--- src/rtl/ysyx_23060184_ifu_pkg.sv ---
// Shared constants for the IFU: field widths, reset PC default, FSM encodings, response codes.
package ysyx_23060184_ifu_pkg;

  localparam int unsigned OPCODE_LENGTH  = 7;
  localparam int unsigned FUNCT3_LENGTH  = 3;
  localparam int unsigned FUNCT7_LENGTH  = 7;
  localparam int unsigned FUNCT12_LENGTH = 12;

  localparam logic [31:0] RESET_PC_DEFAULT = 32'h8000_0000;

  // IFU state encodings
  localparam logic [1:0] S_FETCH = 2'd0;
  localparam logic [1:0] S_WAIT  = 2'd1;
  localparam logic [1:0] S_VALID = 2'd2;
  localparam logic [1:0] S_EXEC  = 2'd3;

  localparam logic [1:0] RESP_OKAY = 2'b00;

endpackage

--- src/rtl/ysyx_23060184_pc_reg.sv ---
// Write-enabled register that resets to a fixed PC; usable for any PC-carrying stage register.
module ysyx_23060184_pc_reg #(
  parameter int unsigned       WIDTH     = 32,
  parameter logic [WIDTH-1:0]  RESET_VAL = '0
) (
  input  logic             clk,
  input  logic             rstn,
  input  logic             we,
  input  logic [WIDTH-1:0] d,
  output logic [WIDTH-1:0] q
);

  logic [WIDTH-1:0] val_d, val_q;

  // Load new value only when enabled
  always_comb begin
    val_d = we ? d : val_q;
  end

  // State register with async reset to RESET_VAL
  always_ff @(posedge clk or negedge rstn) begin
    if (!rstn) begin
      val_q <= RESET_VAL;
    end else begin
      val_q <= val_d;
    end
  end

  assign q = val_q;

endmodule

--- src/rtl/ysyx_23060184_ifu.sv ---
// Instruction fetch unit: one fetch round per instruction over a valid/ready memory channel,
// presents the captured word to decode, then waits for the next PC from execute/commit.
module ysyx_23060184_ifu
  import ysyx_23060184_ifu_pkg::*;
#(
  parameter logic [31:0] RESET_PC = RESET_PC_DEFAULT,
  parameter int unsigned XLEN     = 32
) (
  input  logic                      clk,
  input  logic                      rstn,
  output logic [XLEN-1:0]           araddr,
  output logic                      arvalid,
  input  logic                      arready,
  input  logic [XLEN-1:0]           rdata,
  input  logic [1:0]                rresp,
  input  logic                      rvalid,
  output logic                      rready,
  output logic [XLEN-1:0]           inst,
  output logic [XLEN-1:0]           pc,
  output logic [OPCODE_LENGTH-1:0]  opcode,
  output logic [FUNCT3_LENGTH-1:0]  funct3,
  output logic [FUNCT7_LENGTH-1:0]  funct7,
  output logic [FUNCT12_LENGTH-1:0] funct12,
  output logic                      inst_valid,
  input  logic                      inst_ready,
  input  logic [XLEN-1:0]           npc,
  input  logic                      npc_valid,
  output logic                      fetch_err
);

  logic [1:0]      state_d, state_q;
  logic [XLEN-1:0] inst_d, inst_q;
  logic            fetch_err_d, fetch_err_q;
  logic            pc_we;

  // PC only changes when execute hands over the next PC in S_EXEC
  assign pc_we = (state_q == S_EXEC) && npc_valid;

  ysyx_23060184_pc_reg #(
    .WIDTH    (XLEN),
    .RESET_VAL(XLEN'(RESET_PC))
  ) u_pc_reg (
    .clk (clk),
    .rstn(rstn),
    .we  (pc_we),
    .d   (npc),
    .q   (pc)
  );

  // Next-state logic and instruction capture; inputs outside their state are ignored
  always_comb begin
    state_d     = state_q;
    inst_d      = inst_q;
    fetch_err_d = fetch_err_q;
    case (state_q)
      S_FETCH: if (arready) state_d = S_WAIT;
      S_WAIT: begin
        if (rvalid) begin
          inst_d      = rdata;
          fetch_err_d = (rresp != RESP_OKAY);
          state_d     = S_VALID;
        end
      end
      S_VALID: if (inst_ready) state_d = S_EXEC;
      S_EXEC:  if (npc_valid)  state_d = S_FETCH;
      default: state_d = S_FETCH;
    endcase
  end

  // FSM and captured-instruction registers
  always_ff @(posedge clk or negedge rstn) begin
    if (!rstn) begin
      state_q     <= S_FETCH;
      inst_q      <= '0;
      fetch_err_q <= 1'b0;
    end else begin
      state_q     <= state_d;
      inst_q      <= inst_d;
      fetch_err_q <= fetch_err_d;
    end
  end

  // All outputs come from registered state only
  assign arvalid    = (state_q == S_FETCH);
  assign rready     = (state_q == S_WAIT);
  assign inst_valid = (state_q == S_VALID);
  assign araddr     = {pc[XLEN-1:2], 2'b00};
  assign inst       = inst_q;
  assign fetch_err  = fetch_err_q;
  assign opcode     = inst_q[6:0];
  assign funct3     = inst_q[14:12];
  assign funct7     = inst_q[31:25];
  assign funct12    = inst_q[31:20];

endmodule
--- config.mk ---
export PLATFORM = sky130hd
export DESIGN_NAME = ysyx_23060184_ifu
export DESIGN_NICKNAME = d
export VERILOG_FILES = /design/src/rtl/ysyx_23060184_ifu_pkg.sv /design/src/rtl/ysyx_23060184_pc_reg.sv /design/src/rtl/ysyx_23060184_ifu.sv
export SDC_FILE = /design/constraint.sdc
export NUM_CORES = 1
export LEC_CHECK = 0
export ABC_AREA = 1
export BUFFER_PORTS_ARGS = -buffer_cell sky130_fd_sc_hd__buf_2
export CORE_MARGIN = 5
export CORE_UTILIZATION = 39
export CTS_CLUSTER_SIZE = 28
export DETAILED_ROUTE_END_ITERATION = 16
export PLACE_DENSITY = 0.83
export SYNTH_ARGS = -nofsm -noshare
export SYNTH_HDL_FRONTEND = slang
export SYNTH_HIERARCHICAL = 1
export SYNTH_SLANG_ARGS = --single-unit
export TNS_END_PERCENT = 20
--- constraint.sdc ---
create_clock -name clk -period 1.2 [get_ports clk]
set_input_delay 0.18 -clock clk [delete_from_list [all_inputs] [get_ports clk]]
set_output_delay 0.18 -clock clk [all_outputs]
set_load 0.005 [all_outputs]
Word level (Yosys, flattened, before mapping)
Index checks and enable logic that the tools add are counted.
Word-level totals
  logic and storage cells: 21
  RAM bits: 0
  memory bits (read-only): 0
  memories kept: 0
  output and inout bits: 129
  latch bits: 0
  input port bits: 72
  flip-flop bits (word level): 67
Cells by class
  multiply operators: 0
  reduce and logical (&&, ||, !) cells: 5
  equality and inequality tests: 7
  bitwise gates (word level): 0
  shifts and indexed selects: 0
  multiplexer cells: 5
  magnitude comparators: 0
  add/sub/neg operators: 0
  div/mod/pow operators: 0
Operator list (number)
  two-way mux 2 bit: 4
  one-hot mux 2 bit (4 select lines): 1
  equality test 2 bit, second input constant: 2
  != test 2 x 1 -> 1 bit, second input constant: 2
  != test 2 bit, second input constant: 2
  AND reduction 4 bit: 1
  equality test 2 x 1 -> 1 bit, second input constant: 1
  zero test 2 bit: 1
  AND reduction 2 bit: 1
  nonzero test 2 bit: 1
  logical AND 1 bit: 1

Depth between registers and ports, before layout
  depth in word-level cells: 3
  gate-level depth with buffers: 8
  mapped depth without buffers: 7

Cells and area by module
The synthesis kept the hierarchy.
Modules (own cells, without submodules)
  ysyx_23060184_ifu: area an instance 1948.1 µm², cells each 230, instances 1
  ysyx_23060184_pc_reg: area an instance 1293.7 µm², cells each 136, instances 1

Worst setup path after synthesis
Ideal clock, no wire load.
  kind: register to register
  from: register state_q[1]
  to: register inst_q[30] (netlist: inst[30])
  required time: 1.084 ns
  clock period less this slack: 1.167 ns
  path buffers: 1
  setup slack: 0.033 ns
  data arrival time: 1.051 ns
  cell stages (with the launch flop): 7
  library setup time: 0.116 ns
  cell sequence: dfrtp_1 -> inv_1 -> ha_1 -> nand2_4 -> buf_2 -> nand2_1 -> nand2_1
On the way
  word-level cells in the longest chain between the ends: 2
RTL lines
  start, declared: line ysyx_23060184_ifu.sv:31  | logic [1:0] state_d, state_q;
  start signal, assigned: line ysyx_23060184_ifu.sv:77  | state_q <= state_d;
  equality test 2 x 1 -> 1 bit
  named net rready: line ysyx_23060184_ifu.sv:17  | output logic rready,
  AND reduction 2 bit (no source line)
  end signal, assigned: line ysyx_23060184_ifu.sv:78  | inst_q <= inst_d;
  end, declared: line ysyx_23060184_ifu.sv:32  | logic [XLEN-1:0] inst_d, inst_q;
The timed path passes the listed nets, and every way through them passes these cells.
A chain may end at the register's enable or synchronous reset.

Worst setup path in the final report
  from: register state_q[0]
  to: output port rready
On the way
  word-level cells in the longest chain between the ends: 1
RTL lines
  equality test 2 x 1 -> 1 bit: line ysyx_23060184_ifu.sv:85  | assign rready = (state_q == S_WAIT);
  end, declared: line ysyx_23060184_ifu.sv:17
No other way between the ends.

==> parameters.txt <==
Parameter                              Value

Synthesis
  Cells taking the most area after synthesis    dfrtp_1, nand2_1, buf_4
  Dominant cell by count in the synthesized netlist    nand2_1
  Synthesized area    0.00324 mm²
  Ys flop type    dfrtp_1
  Async S/R FF share, synth    100%
  Post-synthesis sequential area ratio    51.8%
  Unique masters post-synth    18
  Number of warnings issued by yosys    6
  Count of state elements after synthesis    67
  Library cell occupying the most area in the post-synthesis netlist    dfrtp_1
  Post-Syn Area per Cell    8.86 µm²
  Most common library cells after synthesis    nand2_1, dfrtp_1, buf_4, nand2_2, inv_1
  Top-area cell type share of the netlist area    50.9%
  Post-synth EDFFs    0
  Number of cells produced by synthesis    366

Global route
  Fraction of met3 tracks used by global routing    5.85%
  Highest-utilization routing layer at the global route stage    met2
  Initial antenna violation count    0
  First-pass GRT wire length    13.0 mm
  Fraction of met1 tracks used by global routing    19.7%
  Maximum number of pins on one net before global-route repair    68
  Global route overflow    0
  Fraction of met2 tracks used by global routing    27.3%
  Number of global-route vias before repair    2,701
  Tot GR Track Use    16.2%

Timing
  Min Hold Slack    0.0312 ns
  Top achievable clock speed    745 MHz
  Setup violators final    57
  Fin. Hold Viols    0
  Worst Clk Skew    0.00696 ns
  Period Utilization, post-route    112%
  Final critical delay including setup and external delays    1.34 ns
  Setup repair after global routing missed its margin    true
  Setup slack of the critical path after layout    -0.143 ns
  Pins over their slew limit    0

Detailed routing
  Total length of routed wires    8.40 mm
  Number of detailed-routing iterations run before antenna repair    4
  Number of DRC markers in iteration 0    30
  Average vias per placed instance    4.25
  Number of nets with antenna violations after detailed routing    0
  Via Count    2,680
  Number of remaining DRC errors    0
  Wire per inst    13.3 µm

Floorplanning
  Standard-cell rows    33
  Width of the die    101 µm
  Die Footprint    0.0102 mm²
  Die Ht    101 µm
  Core outline area    0.00818 mm²
  # IOs    201
  Starting density of the core    39.7%

Placement
  Count of input and output buffers    198
  Detailed placement HPWL    6.10 mm
  Weighted congestion reported at the end of routability-driven placement    0.757
  Placed instance area    0.00389 mm²

Power
  Peak supply drop    0.00106 V
  Leakage power total    0.00266 µW
  Cell Pwr Density    2540 mW/mm²

Worst hold path
  Hold Startpoint    rdata[16]
  Hold endpoint    inst[16]
  Hold Path Depth    3
  Path class of the lowest-slack min-delay path    in2reg

CTS
  Worst-path clk slew    0.07 ns
  Clock latency on the worst-skew pair    0.34 ns
  Number of levels the H-tree was split into    3
  Num CTS Buffers    9
  Maximum buffer depth of the clock tree    2
  CTS Root Buffer Type    clkbuf_8
  TritonCTS clock tree    done
  Number of sinks handled by clock tree synthesis    67

Worst setup path
  Slowest Stage Delay on Critical Path    0.39 ns
  Critical Path RT    1.02 ns
  Startpoint type of the worst setup path    register
  End of the worst register-to-register path    inst[12]
  FF-to-FF path depth    7
  Cells along the critical path    buf_6 -> ha_4 -> buf_2
  Top fanout value on the critical path    3
  Reg2reg setup slack    -0.13 ns
  Setup crit end kind    output pin
  Startpoint of the worst-slack reg-to-reg timing path    state_q[0]
  Critical path arrival    1.16 ns
  Slowest cell on the critical path    dfrtp_1
  Type of the setup path with the least slack    reg2out

Run
  MaxCap Viol Count    0

Status
  Violations in the final reports    setup timing
  Status    complete, but fails checks

Finish
  Antenna Diode Count    0
  Filler cells    768
  Number of nets in the final layout    597
  Synth-to-layout area growth    35.2%
  Fraction of final layout cells sized beyond drive strength 1    51.3%
  Cell area after layout    0.00438 mm²
-- stage by stage --
step / setup TNS, ns / util, % / setup WS [ns] / total power, µW / std cells
floorplan: 0 / - / 0.0330 / 7210 / 367
global placement: -1.36 / 47.6 / -0.0510 / 8390 / 606
detailed placement: -4.07 / 47.6 / -0.109 / 8570 / 606
CTS: -6.06 / 52.6 / -0.167 / 11100 / 628
global route: -7.49 / 53.6 / -0.202 / 12100 / 631
finish: -3.88 / 53.6 / -0.143 / 11100 / 631
-- report_power, final --
group,internal [µW],switching [µW],total [µW],leakage (µW)
clock,1160,862,2030,0.000109
sequential,3310,756,4070,0.000838
combinational,2630,2410,5040,0.00171
total,7100,4030,11100,0.00266
-- logic make-up (layout without fill, tap and decap cells) --
family | after synthesis | count (layout) | synth area share [%]
buffers and inverters | 83 | 242 | 20.2
other | 1 | 2 | 0.116
adder cells (fa/ha/maj) | 4 | 4 | 1.54
AO/OA/AOI/OAI | 3 | 3 | 0.463
flip-flops | 67 | 67 | 51.8
AND/OR/NAND/NOR | 208 | 208 | 25.9
-- cell type report --
cell class	instances	area, µm²	share of cell area [%]
Multi-Input combinational cell	217	976	22.3
Timing Repair inverter	1	8.76	0.200
Clock buffer	9	124	2.83
Inverter	9	66.3	1.51
Clock inverter	7	91.3	2.08
Sequential cell	67	1680	38.3
Tap cell	105	131	3.00
Timing Repair Buffer	216	1310	29.8
-- metal layers --
layer | part of all wire, % | up-vias
li1 | - | 1337
met1 | 39 | 1206
met2 | 50 | 126
met3 | 10 | 11
met4 | 1.2 | 0
met5 | 0 | -
-- sequential cells by signal (all words and copies together) (netlist names) --
register	count
inst	32
u_pc_reg/q	32
state_q	2
fetch_err	1
-- cells in the final DEF (no fill, tap or decap) --
master / Yosys / layout
buf_2: 3 / 196
nand2_1: 184 / 179
dfrtp_1: 66 / 66
nand2_2: 20 / 24
clkbuf_8: 3 / 9
buf_6: 5 / 6
buf_12: 2 / 5
inv_1: 7 / 4
buf_4: 61 / 4
inv_6: 0 / 3
o21ai_1: 0 / 3
ha_4: 0 / 3
clkinv_2: 0 / 3
nand2_4: 1 / 2
inv_8: 1 / 2
conb_1: 1 / 2
bufinv_16: 0 / 2
bufbuf_16: 0 / 2
inv_2: 0 / 1
nor2_1: 2 / 1
nor2_2: 0 / 1
or2_4: 0 / 1
ha_2: 0 / 1
clkinvlp_4: 0 / 1
buf_16: 0 / 1
clkbuf_16: 0 / 1
dlygate4sd3_1: 0 / 1
clkinv_8: 0 / 1
dfstp_2: 1 / 1
-- critical path, delay by kind of cell (launching register included) --
kind	cells	cell delay (ns)
buf+inv	2	0.27
flops	1	0.39
fa+ha+maj	1	0.17
-- how the worst max path moves through the flow --
stage                     from         end  slack (ns)  cells after the start
global route        state_q[0]     inst[9]       -0.20                      7
CTS                 state_q[1]  inst_valid       -0.17                      3
detailed placement  state_q[0]     inst[4]       -0.11                      7
finish              state_q[0]      rready       -0.14                      3
floorplan           state_q[1]    inst[30]        0.03                      6
global placement    state_q[0]    inst[10]       -0.05                      7
-- what timing repair did --
item	4_1_cts	5_1_grt
buffers inserted	2	1
hold endpoints to repair	66	0
setup endpoints to repair	70	70
gates cloned	3	2
hold buffers	1	0
resized for setup	20	16
pin swaps	3	4
(Power assumes the default switching activity.)
